<file path="src/rtl/qam16_coherent_demod.sv">
`default_nettype none
// ============================================================================
// Module  : qam16_coherent_demod
// Brief   : Coherent 16-QAM demodulator. Mixes the sample stream with a
//           4-phase carrier, integrates and dumps per symbol, slices I/Q to
//           Gray dibits and serialises 4 bits per symbol, MSB first.
// Revision: 1.0 - initial release
// ============================================================================
module qam16_coherent_demod #(
    parameter int IN_W    = 9,
    parameter int SPS     = 16,
    parameter int LEVEL_A = 32
) (
    input  logic                   carrier_clk,
    input  logic                   reset,
    input  logic signed [IN_W-1:0] signal,
    input  logic                   sample_valid,
    input  logic                   sym_start,
    output logic [1:0]             sym_i,
    output logic [1:0]             sym_q,
    output logic                   sym_valid,
    output logic                   bit_out,
    output logic                   bit_valid,
    output logic                   sync_err
);

    localparam int ACC_W = IN_W + $clog2(SPS);
    localparam int TH    = LEVEL_A * SPS;
    localparam int IDX_W = $clog2(SPS);

    localparam logic signed [ACC_W-1:0] c_TH_POS = ACC_W'(TH);
    localparam logic signed [ACC_W-1:0] c_TH_NEG = ACC_W'(-TH);
    localparam logic signed [ACC_W-1:0] c_ZERO   = '0;
    localparam logic [IDX_W-1:0]        c_IDX_LAST = IDX_W'(SPS - 1);
    localparam logic [IDX_W-1:0]        c_IDX_ONE  = IDX_W'(1);

    localparam logic [1:0] S_IDLE = 2'd0;
    localparam logic [1:0] S_ACQ  = 2'd1;
    localparam logic [1:0] S_DUMP = 2'd2;
    localparam logic [1:0] S_WAIT = 2'd3;

    logic [1:0]              r_state;
    logic [1:0]              w_state_nxt;
    logic [IDX_W-1:0]        r_idx;        // index the next accepted sample gets
    logic signed [ACC_W-1:0] r_acc_i;
    logic signed [ACC_W-1:0] r_acc_q;
    logic signed [ACC_W-1:0] w_acc_i_nxt;
    logic signed [ACC_W-1:0] w_acc_q_nxt;
    logic signed [ACC_W-1:0] w_s_ext;
    logic                    w_take;       // sample is consumed this cycle
    logic                    w_first;      // consumed sample is index 0
    logic                    w_abort;      // sym_start arrived mid-symbol
    logic                    w_last;       // consumed sample completes a symbol
    logic [3:0]              r_shift;
    logic [2:0]              r_bit_cnt;

    // Four-level decision with ties resolved toward the larger level
    function automatic logic [1:0] slice(input logic signed [ACC_W-1:0] acc);
        if (acc >= c_TH_POS)    return 2'b10;
        else if (acc >= c_ZERO) return 2'b11;
        else if (acc >= c_TH_NEG) return 2'b01;
        else                    return 2'b00;
    endfunction

    assign w_s_ext = {{(ACC_W-IN_W){signal[IN_W-1]}}, signal};

    // State register
    always_ff @(posedge carrier_clk) begin
        if (reset) r_state <= S_IDLE;
        else       r_state <= w_state_nxt;
    end

    // Next-state logic
    always_comb begin
        w_state_nxt = r_state;
        case (r_state)
            S_IDLE: if (sample_valid && sym_start) w_state_nxt = S_ACQ;
            S_ACQ:  if (sample_valid && !sym_start && (r_idx == c_IDX_LAST)) w_state_nxt = S_DUMP;
            S_DUMP: w_state_nxt = sample_valid ? S_ACQ : S_WAIT;
            S_WAIT: if (sample_valid) w_state_nxt = S_ACQ;
            default: w_state_nxt = S_IDLE;
        endcase
    end

    // Per-state sample qualification; DUMP and WAIT treat any valid sample as index 0
    always_comb begin
        w_take  = 1'b0;
        w_first = 1'b0;
        w_abort = 1'b0;
        w_last  = 1'b0;
        case (r_state)
            S_IDLE: begin
                w_take  = sample_valid && sym_start;
                w_first = sample_valid && sym_start;
            end
            S_ACQ: begin
                w_take  = sample_valid;
                w_abort = sample_valid && sym_start;
                w_first = sample_valid && sym_start;
                w_last  = sample_valid && !sym_start && (r_idx == c_IDX_LAST);
            end
            default: begin
                w_take  = sample_valid;
                w_first = sample_valid;
            end
        endcase
    end

    // Carrier mixing: index 0 loads the accumulators so symbols abut without a bubble
    always_comb begin
        w_acc_i_nxt = r_acc_i;
        w_acc_q_nxt = r_acc_q;
        if (w_first) begin
            w_acc_i_nxt = w_s_ext;
            w_acc_q_nxt = c_ZERO;
        end else begin
            case (r_idx[1:0])
                2'd0:    w_acc_i_nxt = r_acc_i + w_s_ext;
                2'd1:    w_acc_q_nxt = r_acc_q + w_s_ext;
                2'd2:    w_acc_i_nxt = r_acc_i - w_s_ext;
                default: w_acc_q_nxt = r_acc_q - w_s_ext;
            endcase
        end
    end

    // Integrate, dump decisions and track framing errors
    always_ff @(posedge carrier_clk) begin
        if (reset) begin
            r_idx     <= '0;
            r_acc_i   <= '0;
            r_acc_q   <= '0;
            sym_i     <= 2'b00;
            sym_q     <= 2'b00;
            sym_valid <= 1'b0;
            sync_err  <= 1'b0;
        end else begin
            sym_valid <= w_last;
            if (w_take) begin
                r_acc_i <= w_acc_i_nxt;
                r_acc_q <= w_acc_q_nxt;
                if (w_last)       r_idx <= '0;
                else if (w_first) r_idx <= c_IDX_ONE;
                else              r_idx <= r_idx + 1'b1;
            end
            if (w_last) begin
                sym_i <= slice(w_acc_i_nxt);
                sym_q <= slice(w_acc_q_nxt);
            end
            if (w_abort) sync_err <= 1'b1;
        end
    end

    // Serialiser: loads during the sym_valid cycle, shifts out MSB first
    always_ff @(posedge carrier_clk) begin
        if (reset) begin
            r_shift   <= 4'b0000;
            r_bit_cnt <= 3'd0;
        end else if (sym_valid) begin
            r_shift   <= {sym_i, sym_q};
            r_bit_cnt <= 3'd4;
        end else if (r_bit_cnt != 3'd0) begin
            r_shift   <= {r_shift[2:0], 1'b0};
            r_bit_cnt <= r_bit_cnt - 3'd1;
        end
    end

    assign bit_valid = (r_bit_cnt != 3'd0);
    assign bit_out   = bit_valid & r_shift[3];

endmodule
`default_nettype wire

</file>
<file path="config.mk">
export PLATFORM = sky130hd
export DESIGN_NAME = qam16_coherent_demod
export DESIGN_NICKNAME = d
export VERILOG_FILES = /design/src/rtl/qam16_coherent_demod.sv
export SDC_FILE = /design/constraint.sdc
export NUM_CORES = 1
export LEC_CHECK = 0
export CORE_MARGIN = 2
export CORE_UTILIZATION = 40
export CTS_BUF_LIST = sky130_fd_sc_hd__clkbuf_8
export DETAILED_ROUTE_END_ITERATION = 8
export PLACE_DENSITY = 0.6
export SLEW_MARGIN = 20
export SYNTH_ARGS = -nofsm -noshare
export SYNTH_HDL_FRONTEND = slang
export SYNTH_SLANG_ARGS = --single-unit
export TNS_END_PERCENT = 1
</file>
<file path="constraint.sdc">
create_clock -name carrier_clk -period 6.9 [get_ports carrier_clk]
set_clock_uncertainty 0.2 [all_clocks]
set_input_delay 1.38 -clock carrier_clk [delete_from_list [all_inputs] [get_ports carrier_clk]]
set_output_delay 1.38 -clock carrier_clk [all_outputs]
set_load 0.02 [all_outputs]
</file>
---- After elaboration in Yosys (flattened, before gate mapping) ----
Cells that the tools add are included.
storage, ports and cells
  register bits ........................... 45
  output and inout bits ................... 8
  logic and storage cells ................. 70
  input port bits ......................... 13
cells by class
  bitwise operators ....................... 1
  mux-type cells .......................... 25
  order comparisons ....................... 6
  equal/unequal tests ..................... 9
  reduce and logical (&&, ||, !) cells .... 12
  add/sub/neg operators ................... 6
operators by type and width
  kind                                                                 number
  one-hot mux 13 bit (2 select lines)                                  2
  adder 13 x 9 -> 13 bit                                               2
  greater-or-equal comparator 13 x 1 -> 1 bit, second input constant   2
  greater-or-equal comparator 13 x 10 -> 1 bit, second input constant  2
  greater-or-equal comparator 13 x 11 -> 1 bit, second input constant  2
  two-way mux 13 bit                                                   2
  subtractor 13 x 9 -> 13 bit                                          2
  two-way mux 2 bit                                                    8
  two-way mux 4 bit                                                    4
  one-hot mux 2 bit (4 select lines)                                   1
  equality test 2 bit, second input constant                           3
  two-way mux 1 bit                                                    6
  two-way mux 3 bit                                                    2
  != test 2 bit, second input constant                                 3
  OR reduction 2 bit                                                   3
  adder 4 x 1 -> 4 bit, second input constant                          1
  equality test 2 x 1 -> 1 bit, second input constant                  2
  equality test 4 bit, second input constant                           1
  logical NOT 2 bit                                                    2
  logical AND 1 bit                                                    3
  AND reduction 3 bit                                                  1
  nonzero test 3 bit                                                   1
  subtractor 3 x 1 -> 3 bit, second input constant                     1
  nonzero test 2 bit                                                   1
  other kinds (2)                                                      2

---- Logic depth before layout (Yosys ltp) ----
  word-level depth ........................ 8
  depth in mapped cells ................... 17
  mapped depth without buffers ............ 15

---- Least setup slack after synthesis ----
OpenSTA, ideal clock, no wires.
  path type ............................... input port to flip-flop
  from .................................... in signal[2]
  to ...................................... reg sym_i[0]
  data arrival time ....................... 4313 ps
  cell stages on the path ................. 17
  setup slack ............................. 2308 ps
  library setup time ...................... 79 ps
  path buffers ............................ 2
  required time ........................... 6621 ps
  cell sequence ........................... buf_2 > nor3_2 > and3_1 > nor3b_1 > a21o_1 > nor2_1 > a21oi_1 > ha_1 > clkbuf_1 > a41oi_1 > o21ai_0 > a21oi_1 > o21ai_1 > xor2_1 > a21o_1 > or3_1 > o211ai_1
on the way
  longest elaborated chain between the ends .. 7
  elaborated cells on any way between the ends .. 10
  those cells by class .................... add/sub: 2; order compare: 3; mux: 5
RTL lines
  element                                                                       RTL line  text
  start, declared                                                               16        input logic signed [IN_W-1:0] signal,
  subtractor 13 x 9 -> 13 bit / adder 13 x 9 -> 13 bit (equally long branches)  120, 118
  one-hot mux 13 bit (2 select lines)                                           117       case (r_idx[1:0])
  two-way mux 13 bit (*)                                                        113       if (w_first) begin
  greater-or-equal comparator 13 x 10 -> 1 bit                                  61        else if (acc >= c_TH_NEG) return 2'b01;
  two-way mux 1 bit                                                             61
  two-way mux 2 bit                                                             60        else if (acc >= c_ZERO) return 2'b11;
  two-way mux 2 bit (*)                                                         59        if (acc >= c_TH_POS) return 2'b10;
  end signal, assigned                                                          146       sym_i <= slice(w_acc_i_nxt);
  end, declared                                                                 19        output logic [1:0] sym_i,
Every way passes the cells marked *; elsewhere a longest branch is shown, timed or not.
A chain may end at the register's enable or synchronous reset.

---- Worst setup path in the final report ----
Ends and elaborated chain as after synthesis.

==> results.py <==
metrics = {
    "power": {
        "p_comb_share_pct": 48.2,
        "p_per_area_nw_per_um2": 235,
        "p_leak_nw": 1.73,
        "intPower_mw": 0.592,
        "seqPwrFrac_pct": 30.9,
        "swShare_pct": 40.7,
        "p_switching_mw": 0.407,
        "ir_drop_mv": 0.0852,
        "p_clk_share_pct": 20.9,
    },
    "yosys": {
        "yosys-mux-area-fraction_pct": 2.45,
        "synthCells": 503,
        "synth_top_cells_by_area": "dfxtp_1 (24%), ha_1 (13%), nor2_1 (8.0%)",
        "synth_edf_count": 0,
        "synth-seq-cells": 45,
        "synth.net_count": 557,
        "synth_flop_cell": "dfxtp_1",
        "synth_top_cell_by_area": "dfxtp_1",
        "synth_compound_area_share_pct": 25.6,
        "synth_async_sr_flop_share_pct": 0,
        "syn_area_per_cell_um2": 7.61,
        "synth_area_um2": 3830,
        "synth_top_family_by_area": "compound AO/OA/AOI/OAI gates",
        "yosys.cell_types.count": 64,
        "yosys.area_share.simple_pct": 22.7,
        "seq_area_frac_synth_pct": 23.5,
        "yosysWarnings": 0,
        "yosysTopAreaCellShare_pct": 23.5,
        "synth_xor_area_share_pct": 6.86,
        "synthAdderAreaFrac_pct": 13.8,
    },
    "clock_tree": {
        "clock_latency_ns": 0.30,
        "numCtsBuffers": 5,
        "path_clk_slew_ns": 0.10,
        "post_cts_buffers": 0,
        "cts_tree": "built",
        "root_buffer": "clkbuf_8",
        "cts-resized-gates": 0,
        "cts_hold_buf": 0,
        "cts_sinks": 45,
        "htreeDepth": 2,
        "clk_path_buf_depth": 2,
    },
    "worst_setup_path": {
        "startpoint": "signal[2]",
        "path_delay_family": "simple AND/OR/NAND/NOR gates",
        "path_cells": "clkdlybuf4s50_1 -> nor3_2 -> and3_1 -> nor3b_1 -> a21o_1 -> nor2_1 -> a21oi_1 -> ha_1 -> and4_1 -> o21a_1 -> o31ai_1 -> a21oi_1 -> mux2i_1 -> mux2i_1 -> nand4_1 -> o211ai_1",
        "worstReg2RegEnd": "sym_i[0]",
        "cp.depth": 16,
        "arrival_ns": 5.16,
        "crit_path_end_kind": "flop",
        "setup.worst_path.start_class": "input port",
        "reg2reg_depth": 12,
        "r2r_start": "r_idx[0]",
        "worst_ep_required_time_ns": 6.94,
        "endpoint": "sym_i[0]",
        "critPathKind": "in2reg",
        "cpMaxStageDelayCell": "clkdlybuf4s50_1",
        "crit_buf_inv": 1,
        "critPathMaxFanout": 7,
        "max_stage_delay_ns": 0.53,
        "rrSetupSlack_ns": 3.09,
    },
    "drt": {
        "post_drt_wl_per_cell_um": 14.3,
        "route.met2.wl_um": 4210,
        "first_pass_iters": 4,
        "vias_per_cell": 5.44,
        "wirelength_um": 9200,
        "drc_errors": 0,
        "antenna_left": 0,
        "wl_met1_um": 4640,
        "dr_total_vias": 3491,
        "top_layer": "met4",
        "drtIter0Drc": 234,
        "met3WireLength_um": 209,
    },
    "global_route": {
        "grt_usage_pct": 18.4,
        "grt_pass1_wl_um": 15500,
        "grt_max_degree": 46,
        "antenna_found_initial": 0,
        "first_global_vias": 3263,
        "grt_overflow": 0,
    },
    "place": {
        "place_area_um2": 4140,
        "gp_congestion": 0.877,
        "io_buffer_count": 20,
        "dp_slack_ns": 1.51,
        "dp_cells": 634,
        "dp_hpwl_um": 6810,
    },
    "worst_hold_path": {
        "hp-class": "reg2reg",
    },
    "cells_and_area": {
        "ff_latch_area_um2": 901,
        "nets": 566,
        "mostFrequentLayoutCells": "nor2_1 (82), dfxtp_1 (45), a21oi_1 (43)",
        "multi_input_area_um2": 2740,
        "n_fill_cell": 950,
        "drive_gt1_share_pct": 6.24,
        "layout_commonest_cell": "nor2_1",
        "design_area_um2": 4250,
        "syn2layout_area_growth_pct": 10.9,
        "diodes": 0,
        "instances_no_fill": 642,
    },
    "timing": {
        "worst_slack_ns": 1.77,
        "fin_setup_tns_ns": 0,
        "timing.fmax_ghz": 0.195,
        "layout_min_cycle_time_ns": 5.13,
        "maxSlewViolCount": 0,
        "setup_violations": 0,
        "max_slew_margin_pct": 43.5,
        "hold_violations": 0,
        "rsz0062_at_grt": "false",
        "tightest_slew_ns": 0.847,
        "timing.final.crit_share_pct": 74.3,
    },
    "floorplan": {
        "rows": 35,
        "dieHeight_um": 102,
        "fp.dieArea_um2": 10400,
        "initial_core_util_pct": 41.3,
        "fp.dieW_um": 102,
        "core_um2": 9280,
        "io_pins": 21,
    },
    "run_status": {
        "status": "completed",
    },
    "run": {
        "drv_cap": 0,
    },
}
==> power groups by stage <==
stage / Sequential, mW / Clock (mW) / Combinational, mW
after floorplan: 0.311 / 0 / 0.378
after global placement: 0.314 / 0 / 0.472
after detailed placement: 0.315 / 0 / 0.481
after CTS: 0.309 / 0.214 / 0.484
after global routing: 0.313 / 0.224 / 0.542
final: 0.309 / 0.209 / 0.481
==> per-layer routing <==
| layer | vias up | track usage, % |
|---|---|---|
| met2 | 50 | 30.4 |
| li1 | 1809 | - |
| met4 | 0 | 4.92 |
| met1 | 1622 | 25.4 |
| met3 | 10 | 2.60 |
| met5 | - | 0 |
==> area by class of cell <==
class,instances,area share [%]
Multi-Input combinational cell,408,64.5
Sequential cell,45,21.2
Timing Repair Buffer,24,5.42
Tap cell,129,3.80
Inverter,28,2.47
Clock buffer,5,1.62
Clock inverter,3,1.00
==> cells in the mapped netlist (2+ instances only) <==
| cell type | instances |
|---|---|
| nor2_1 | 82 |
| dfxtp_1 | 45 |
| a21oi_1 | 43 |
| ha_1 | 39 |
| nand2_1 | 36 |
| inv_1 | 28 |
| clkbuf_1 | 19 |
| xnor2_1 | 19 |
| o21ai_0 | 16 |
| nand3_1 | 13 |
| a211oi_1 | 12 |
| xor2_1 | 11 |
| a22oi_1 | 10 |
| o21a_1 | 10 |
| nor3_1 | 9 |
| o211ai_1 | 8 |
| nand2b_1 | 7 |
| mux2i_1 | 6 |
| o22ai_1 | 6 |
| a31oi_1 | 5 |
| nand4_1 | 5 |
| o21ai_1 | 5 |
| or3_1 | 5 |
| and3_1 | 4 |
| nor2b_1 | 4 |
| a21o_1 | 3 |
| mux2_2 | 3 |
| o21bai_1 | 3 |
| and4_1 | 2 |
| buf_2 | 2 |
| fa_1 | 2 |
| nand3b_1 | 2 |
| nor3_2 | 2 |
| nor3b_1 | 2 |
| o211a_1 | 2 |
| o31ai_1 | 2 |
| o31ai_2 | 2 |
| or2_2 | 2 |
| or4_1 | 2 |
==> registers in the layout (all words and copies together), names as in the netlist <==
signal and count:
sym_q 2, sym_valid 1, sync_err 1, r_idx 4, r_shift 4, r_bit_cnt 3, sym_i 2, r_state 2
r_acc_q 13, r_acc_i 13
==> worst min path at each step <==
stage,from,cells past startpoint,end
4_1_cts,r_acc_i[9],2,r_acc_i[9]
6_report,r_acc_q[10],2,r_acc_q[10]
2_1_floorplan,r_acc_i[9],2,r_acc_i[9]
3_5_place_dp,r_acc_i[9],2,r_acc_i[9]
3_3_place_gp,sync_err,2,sync_err
5_1_grt,r_acc_q[10],2,r_acc_q[10]
==> logic make-up (layout without fill, tap and decap cells) <==
| kind of cell | after synthesis | after routing |
|---|---|---|
| adders and majority gates | 41 | 41 |
| muxes | 9 | 9 |
| and+or+nand+nor | 184 | 184 |
| buffers and inverters | 50 | 60 |
| AOI/OAI and AO/OA | 144 | 144 |
| DFF | 45 | 45 |
| xor gates and xnor gates | 30 | 30 |
==> per-stage QoR <==
step	power [mW]	util [%]	hold WS (ns)
finish	0.998	45.8	0.285
floorplan	0.688	-	0.249
global placement	0.786	44.6	0.253
detailed placement	0.796	44.6	0.265
CTS	1.01	45.8	0.284
global route	1.08	45.8	0.305
==> worst register-to-register path: stages, from the launching register on <==
cell	delay (ns)
dfxtp_1	0.37
inv_1	0.11
ha_1	0.48
mux2_2	0.43
fa_1	0.43
nand2b_1	0.20
a21oi_1	0.23
o31ai_1	0.13
a21oi_1	0.18
mux2i_1	0.38
mux2i_1	0.36
nand4_1	0.13
o211ai_1	0.11
(Power assumes the default switching activity.)
